**config.mk**
```make
export PLATFORM = sky130hd
export DESIGN_NAME = ppu_video_timing
export DESIGN_NICKNAME = d
export VERILOG_FILES = /design/src/rtl/ppu_video_timing.sv
export SDC_FILE = /design/constraint.sdc
export NUM_CORES = 1
export LEC_CHECK = 0
export BUFFER_PORTS_ARGS = -buffer_cell sky130_fd_sc_hd__buf_2
export CAP_MARGIN = 10
export CORE_ASPECT_RATIO = 0.7
export CORE_MARGIN = 2
export CORE_UTILIZATION = 57
export DETAILED_ROUTE_END_ITERATION = 8
export PLACE_DENSITY = 0.9
export SETUP_SLACK_MARGIN = 0.5
export SYNTH_ARGS = -nofsm -noshare
export SYNTH_HDL_FRONTEND = slang
export SYNTH_SLANG_ARGS = --single-unit
```
**constraint.sdc**
```tcl
create_clock -name clk_i -period 3.78 [get_ports clk_i]
set_clock_uncertainty 0.15 [all_clocks]
set_input_delay 0.378 -clock clk_i [delete_from_list [all_inputs] [get_ports clk_i]]
set_output_delay 0.378 -clock clk_i [all_outputs]
set_load 0.005 [all_outputs]
```
**src/rtl/ppu_video_timing.sv**
```systemverilog
// PPU raster timing and pixel output stage.
// Dot/line counters for the NTSC raster with odd-frame dot skip, vblank flag,
// frame pulse, and a fixed-depth pipeline carrying the renderer's palette index
// (greyscale-masked) out to the video sink during the visible window.
module ppu_video_timing #(
  parameter int DOTS     = 341,
  parameter int LINES    = 262,
  parameter int VIS_W    = 256,
  parameter int VIS_H    = 240,
  parameter int VBL_LINE = 241,
  parameter int PIPE     = 2
) (
  input  logic       clk_i,
  input  logic       rst_i,
  input  logic       rendering_en_i,
  input  logic       greyscale_i,
  input  logic [5:0] pal_idx_i,
  output logic [8:0] dot_o,
  output logic [8:0] line_o,
  output logic [7:0] pixel_o,
  output logic       pixel_en_o,
  output logic       frame_o,
  output logic       vblank_o,
  output logic       odd_frame_o
);

  localparam logic [8:0] DOT_LAST  = 9'(DOTS - 1);
  localparam logic [8:0] DOT_SKIP  = 9'(DOTS - 2);
  localparam logic [8:0] LINE_LAST = 9'(LINES - 1);
  localparam logic [8:0] VIS_W_L   = 9'(VIS_W);
  localparam logic [8:0] VIS_H_L   = 9'(VIS_H);
  localparam logic [8:0] VBL_L     = 9'(VBL_LINE);

  logic [8:0] dot_q, dot_d;
  logic [8:0] line_q, line_d;
  logic       odd_q, odd_d;
  logic       frame_q, frame_d;
  logic       vblank_q, vblank_d;
  logic       visible;
  logic [5:0] idx_masked;

  logic [PIPE-1:0]      en_q;
  logic [PIPE-1:0][5:0] data_q;

  // Raster position advance, including the odd-frame skip of the last dot.
  always_comb begin
    dot_d  = dot_q + 9'd1;
    line_d = line_q;
    odd_d  = odd_q;
    if ((line_q == LINE_LAST) && (dot_q == DOT_SKIP) && odd_q && rendering_en_i) begin
      dot_d  = 9'd0;
      line_d = 9'd0;
      odd_d  = ~odd_q;
    end else if (dot_q == DOT_LAST) begin
      dot_d = 9'd0;
      if (line_q == LINE_LAST) begin
        line_d = 9'd0;
        odd_d  = ~odd_q;
      end else begin
        line_d = line_q + 9'd1;
      end
    end
  end

  // Frame pulse and vblank are decoded from the next position so they line up
  // exactly with the cycle in which that position is current.
  always_comb begin
    frame_d  = (line_d == LINE_LAST) && (dot_d == 9'd0);
    vblank_d = vblank_q;
    if ((line_d == VBL_L) && (dot_d == 9'd1)) begin
      vblank_d = 1'b1;
    end else if ((line_d == LINE_LAST) && (dot_d == 9'd1)) begin
      vblank_d = 1'b0;
    end
  end

  // Visible-window decode and greyscale masking of the current sample.
  always_comb begin
    visible    = (line_q < VIS_H_L) && (dot_q >= 9'd1) && (dot_q <= VIS_W_L);
    idx_masked = greyscale_i ? (pal_idx_i & 6'h30) : pal_idx_i;
  end

  // Counter, flag and frame-pulse registers.
  always_ff @(posedge clk_i or posedge rst_i) begin
    if (rst_i) begin
      dot_q    <= 9'd0;
      line_q   <= 9'd0;
      odd_q    <= 1'b0;
      frame_q  <= 1'b0;
      vblank_q <= 1'b0;
    end else begin
      dot_q    <= dot_d;
      line_q   <= line_d;
      odd_q    <= odd_d;
      frame_q  <= frame_d;
      vblank_q <= vblank_d;
    end
  end

  // Pixel pipeline; blank slots carry zero data so pixel is 0 whenever not enabled.
  always_ff @(posedge clk_i or posedge rst_i) begin
    if (rst_i) begin
      en_q   <= '0;
      data_q <= '0;
    end else begin
      en_q[0]   <= visible;
      data_q[0] <= visible ? idx_masked : 6'd0;
      for (int i = 1; i < PIPE; i++) begin
        en_q[i]   <= en_q[i-1];
        data_q[i] <= data_q[i-1];
      end
    end
  end

  assign dot_o       = dot_q;
  assign line_o      = line_q;
  assign odd_frame_o = odd_q;
  assign frame_o     = frame_q;
  assign vblank_o    = vblank_q;
  assign pixel_en_o  = en_q[PIPE-1];
  assign pixel_o     = {2'b00, data_q[PIPE-1]};

endmodule

```
==> impl_metrics.ini, run 1 <==
[min_path]
hold_path.class = in -> reg
holdPathStages = 3
worstHoldStart = pal_idx_i[4]

[sta]
relSlewSlack_pct = 66.7
worst_pin_slew_ns = 0.499
tns_ns = 0
finalCritPeriodShare_pct = 73.3
timing.hold.ws_ns = 0.147
setup_viol = 0
rsz0062_at_grt = no
period_needed_ns = 2.77
layout_setup_ws_ns = 1.01
hold_viol_final = 0
slew_violations = 0
max_freq_mhz = 361

[worst_setup_path]
r2r_cells = 6
startpoint = dot_o[5]
reg2reg_from = dot_o[5]
critical_path_class = reg -> reg
arrival_ns = 2.78
cp_data_required_time_ns = 3.79
worst-path-max-fanout = 7
start_kind = register
cp-end-kind = register

[synth]
synthFlopType = dfrtp_1
syn_inst = 164
synth_edf_count = 0
synth_seq_cells = 35
ys_async_sr_fraction_pct = 100
ys_seq_area_share_pct = 48.6
synthDistinctLibCells = 52
yosys_warnings = 0
avgSynthCellArea_um2 = 11.0
synthesis.area_um2 = 1800

[cts]
cts_tree = built
clk_latency_ns = 0.29
cts_setup_buffers = 0
cts_buffers = 5
clockBufferDepth = 2
cts-root-buf = clkbuf_8
clock_sinks = 35
cts_htree_levels = 2
ctsResizeCount = 0
path_clk_slew_ns = 0.07

[detailed_routing]
routed_via_density = 5.51
drt.antenna.violating_nets = 0
vias = 1294
totalWireLength_um = 3460
met3_wirelength_um = 193
top_layer_used = met4
dr.pass1.iters = 4
wl_met2_um = 1560
wire_per_inst_um = 14.7
drt-initial-drc-count = 136
route.layer.met1.wl_um = 1670
drcViolationCount = 0

[global_routing]
grt_antenna_before_repair = 0
grtUsageTotal_pct = 22.4
grt_max_degree = 24
grt_pass1_vias = 1276
grt_pass1_wl_um = 6200
overflow = 0

[placed_design]
place_ws_ns = 1.06
portBuffers = 37
gp_congestion = 0.952
dp_hpwl_um = 2590

[final_layout]
diodes = 0
fin_nets = 211
drive_gt1_share_pct = 29.4
area_delta_synth_final_pct = 12.6
fillers = 240

[pwr]
powerDensity_nw_per_um2 = 319
total_power_w = 0.000647
peakVddDrop_mv = 0.253
leakagePower_nw = 0.998

[floorplanning]
start_util_pct = 58.4
dieArea_um2 = 3630
die_h_um = 51.0
num_io_pins = 40
coreArea_um2 = 3080
std_cell_rows = 17
die_w_um = 71.2

[status]
status = finished clean

[job]
cap_violations = 0
[cell type report]
type                    count  area, um2  share of cell area, %
clock buffers               6       72.6                   3.58
repair buffers             39        203                   9.99
well taps                  38       47.5                   2.34
flip-flops and latches     35        876                   43.2
clock inverters             2       12.5                  0.617
inverters                   9       33.8                   1.67
multi-input cells         106        783                   38.6
[worst max-delay path, stage by stage (launching register included)]
cell,delay (ns)
dfrtp_1,0.45
nand4bb_1,0.53
nor4_4,0.39
xor2_1,0.18
or4b_4,0.49
o41ai_2,0.34
o21ai_1,0.11
[worst paths after layout]
check                             end  slack, ns
min reg2reg                pixel_o[3]       0.19
max reg2reg                  vblank_o       1.01
min in group asynchronous    dot_o[6]       0.50
min                         data_q[4]       0.15
max                          vblank_o       1.01
max in group asynchronous   line_o[4]       2.30
[metal layers]
metal / track usage (%) / vias up
li1: - / 628
met1: 31.9 / 625
met2: 34.3 / 34
met3: 4.93 / 7
met4: 7.55 / 0
met5: 0 / -
[power breakdown]
part	internal, W	switching, W
combinational	0.00000534	0.00000953
clock	0.000129	0.000129
sequential	0.000374	0
[Yosys cell counts, types with 2 or more instances]
cell type	instances	area [um2]
dfrtp_1	35	876
nor2_1	14	52.6
buf_4	10	75.1
xor2_1	10	87.6
inv_1	9	33.8
nand3_1	7	35.0
nand4_1	7	43.8
ha_1	5	62.6
nand2_1	5	18.8
nor3_1	5	25.0
xnor2_1	5	43.8
nor3b_1	4	30.0
clkbuf_1	3	11.3
a21oi_1	2	10.0
nand2b_1	2	12.5
nor2b_1	2	12.5
nor4_1	2	12.5
o21a_1	2	15.0
or3_1	2	12.5
[flip-flops by register name, indices dropped and copies added, names as in the netlist]
name,cells
frame_o,1
vblank_o,1
line_o,9
en_q,2
dot_o,9
data_q,6
pixel_o,6
odd_frame_o,1
[layout by cell type, fill, tap and decap left out, types with 2 or more instances in the layout]
cell type and n:
buf_2 37, dfrtp_1 35, nor2_1 14, xor2_1 10
inv_1 9, nand4_1 7, nand3_1 7, nor3_1 5
nand2_1 5, xnor2_1 5, ha_1 5, clkbuf_8 5
nor3b_1 4, a21oi_1 2, nor4_1 2, o21a_1 2
nand2b_1 2, nor2b_1 2, or3_1 2, conb_1 2
[metrics by stage]
step                      area (um2)  cells  util [%]
after floorplan                 1800    165         -
after global placement          1930    226      62.7
after detailed placement        1930    226      62.7
after CTS                       2030    235      65.8
after global routing            2030    235      65.8
final                           2030    235      65.8
[logic make-up after synthesis]
family	share of synthesized area, %
other	0.208
AOI/OAI and AO/OA	6.46
muxes	0.556
buffers and inverters	8.06
adders and majority gates	3.47
DFF	48.6
and+or+nand+nor	25.3
xor gates and xnor gates	7.30
[what timing repair did]
item / in CTS / in global routing
endpoints found under the hold margin: 12 / 0
hold buffers: 1 / 0
endpoints found under the setup margin: 0 / 0
No activity file was read; power rests on OpenSTA's default activity.
==> run 2, diff against run 1 <==
--- a/config.mk
+++ b/config.mk
@@ -5,13 +5,14 @@
 export SDC_FILE = /design/constraint.sdc
 export NUM_CORES = 1
 export LEC_CHECK = 0
+export ABC_AREA = 1
 export BUFFER_PORTS_ARGS = -buffer_cell sky130_fd_sc_hd__buf_2
 export CAP_MARGIN = 10
 export CORE_ASPECT_RATIO = 0.7
 export CORE_MARGIN = 2
-export CORE_UTILIZATION = 57
+export CORE_UTILIZATION = 54
 export DETAILED_ROUTE_END_ITERATION = 8
-export PLACE_DENSITY = 0.9
+export PLACE_DENSITY = 0.86
 export SETUP_SLACK_MARGIN = 0.5
 export SYNTH_ARGS = -nofsm -noshare
 export SYNTH_HDL_FRONTEND = slang
==> constraint.sdc (replaced) <==
create_clock -name clk_i -period 2.6 [get_ports clk_i]
set_clock_uncertainty 0.15 [all_clocks]
set_input_delay 0.26 -clock clk_i [delete_from_list [all_inputs] [get_ports clk_i]]
set_output_delay 0.26 -clock clk_i [all_outputs]
set_load 0.005 [all_outputs]
==> impl_metrics.ini, run 2 <==
[status]
status = finished clean

[global_routing]
overflow = 0
grt_pass1_wl_um = 7390
grt_pass1_vias = 1626
grtUsageTotal_pct = 25.3
grt_max_degree = 29
grt_antenna_before_repair = 0

[final_layout]
layout_common_cells = 53 x nand2_1, 45 x inv_1, 37 x buf_2
area_delta_synth_final_pct = 30.0
fin_area_um2 = 2520
diodes = 0
layout_commonest_cell = nand2_1
fillers = 258
fin_nets = 333
drive_gt1_share_pct = 34.2

[worst_setup_path]
cpMostUsedCell = nor2_1
r2r_cells = 6
cpPeakStageDelay_ns = 0.48
cp_slowest_cell = dfrtp_2
cp_data_required_time_ns = 2.63
cp-end-kind = register
start_kind = register
startpoint = dot_o[2]
arrival_ns = 2.26
reg2reg_from = dot_o[2]
r2r-end = data_q[4]
worst-path-max-fanout = 8
worstPathCellList = nor2_1 > nand4_1 > nor4_1 > o22ai_1 > nand2_1 > nor2_1
r2r_slack_ns = 0.37
critical_path_class = reg -> reg

[min_path]
hold_end = data_q[5]
holdPathStages = 3
hold_path.class = in -> reg
worstHoldStart = pal_idx_i[5]

[synth]
synthFlopType = dfrtp_1
ys_async_sr_fraction_pct = 100
synthDistinctLibCells = 26
ys_top_cells_by_count = 62 x nand2_1, 48 x inv_1, 36 x nor2_1
netlist.area_leader.share_pct = 45.1
synth_area_leaders = dfrtp_1 45%, nand2_1 12%, inv_1 9.3%
yosys_warnings = 0
synthesis.area_um2 = 1940
synth.most_common_cell = nand2_1
syn_inst = 258
ys_seq_area_share_pct = 45.1
avgSynthCellArea_um2 = 7.52
synth_seq_cells = 35
synth_edf_count = 0
yosys.area.top_type = dfrtp_1

[cts]
clockBufferDepth = 2
clock_sinks = 35
cts-root-buf = clkbuf_8
cts_htree_levels = 2
path_clk_slew_ns = 0.07
clk_latency_ns = 0.30
cts_tree = built
cts_buffers = 5

[floorplanning]
start_util_pct = 55.6
die_h_um = 54.2
std_cell_rows = 18
coreArea_um2 = 3490
die_w_um = 75.7
num_io_pins = 40
dieArea_um2 = 4100

[detailed_routing]
top_layer_used = met4
route.layer.met1.wl_um = 2110
met3_wirelength_um = 622
wire_per_inst_um = 14.8
dr.pass1.iters = 5
routed_via_density = 5.37
drt.antenna.violating_nets = 0
drcViolationCount = 0
wl_met2_um = 2540
drt-initial-drc-count = 222
totalWireLength_um = 5440
vias = 1981

[sta]
setup_viol = 0
worst_pin_slew_ns = 0.498
rsz0062_at_grt = yes
period_needed_ns = 2.23
relSlewSlack_pct = 66.5
max_freq_mhz = 448
finalCritPeriodShare_pct = 85.8
tns_ns = 0
slew_violations = 0
hold_viol_final = 0

[placed_design]
portBuffers = 37
dp_hpwl_um = 3220
place_area_um2 = 2130
gp_congestion = 0.867

[job]
cap_violations = 0

[pwr]
total_power_w = 0.00101
peakVddDrop_mv = 0.385
leakagePower_nw = 1.41
powerDensity_nw_per_um2 = 401
==> run 2: worst max-delay path by stage <==
| stage | to | slack, ns | cells after the start |
|---|---|---|---|
| after floorplan | vblank_o | 0.69 | 16 |
| after global placement | vblank_o | 0.44 | 15 |
| after detailed placement | vblank_o | 0.38 | 15 |
| after CTS | vblank_o | 0.51 | 16 |
| after global routing | vblank_o | 0.32 | 15 |
| final | data_q[4] | 0.37 | 6 |
==> run 2: stage by stage <==
step / setup slack [ns] / instances / hold WS, ns / util, %
floorplan: 0.692 / 259 / 0.181 / -
global placement: 0.437 / 338 / 0.0614 / 61.0
detailed placement: 0.381 / 338 / 0.0603 / 61.0
CTS: 0.514 / 360 / 0.0166 / 68.0
global route: 0.316 / 369 / 0.0224 / 72.3
finish: 0.370 / 369 / 0.0135 / 72.3
==> run 2: area by class of cell <==
cell class	count	area [um2]	share of cell area (%)
multi-input cells	165	922	36.5
flip-flops and latches	35	877	34.8
repair buffers	60	372	14.7
inverters	51	191	7.59
clock buffers	6	82.6	3.27
well taps	50	62.6	2.48
clock inverters	2	16.3	0.645
==> run 2: worst max-delay path: cells and delay by family (launching register included) <==
kind / cells / cell delay [ns]
simple gates: 5 / 1.29
compound gates: 1 / 0.19
flops: 1 / 0.48
==> run 2: cells by family (layout without fill, tap and decap cells) <==
kind of cell	after synthesis	count (layout)	share of synthesized area, %
AO/OA/AOI/OAI	8	8	2.19
XOR/XNOR	5	5	2.26
adder cells (fa/ha/maj)	5	5	3.22
buffers and inverters	60	119	13.5
flip-flops	35	35	45.1
other	1	2	0.193
AND/OR/NAND/NOR	144	145	33.5
==> run 2: layer usage <==
metal | track usage (%) | up-vias
li1 | - | 898
met1 | 34.3 | 907
met2 | 38.4 | 154
met3 | 8.05 | 22
met4 | 9.06 | 0
met5 | 0 | -
==> run 2: timing repair <==
action,in CTS,in global routing
hold buffers,1,0
buffers inserted,13,8
endpoints found under the setup margin,2,3
gates cloned,0,1
pin swaps,4,15
resized for setup,10,27
endpoints found under the hold margin,7,0
==> run 2: where the power goes <==
group	leakage (nW)	internal [W]	switching, W
logic	0.925	0.0000120	0.0000183
clock network	0.0474	0.000216	0.000210
registers	0.436	0.000553	0.00000224
total	1.41	0.000781	0.000231
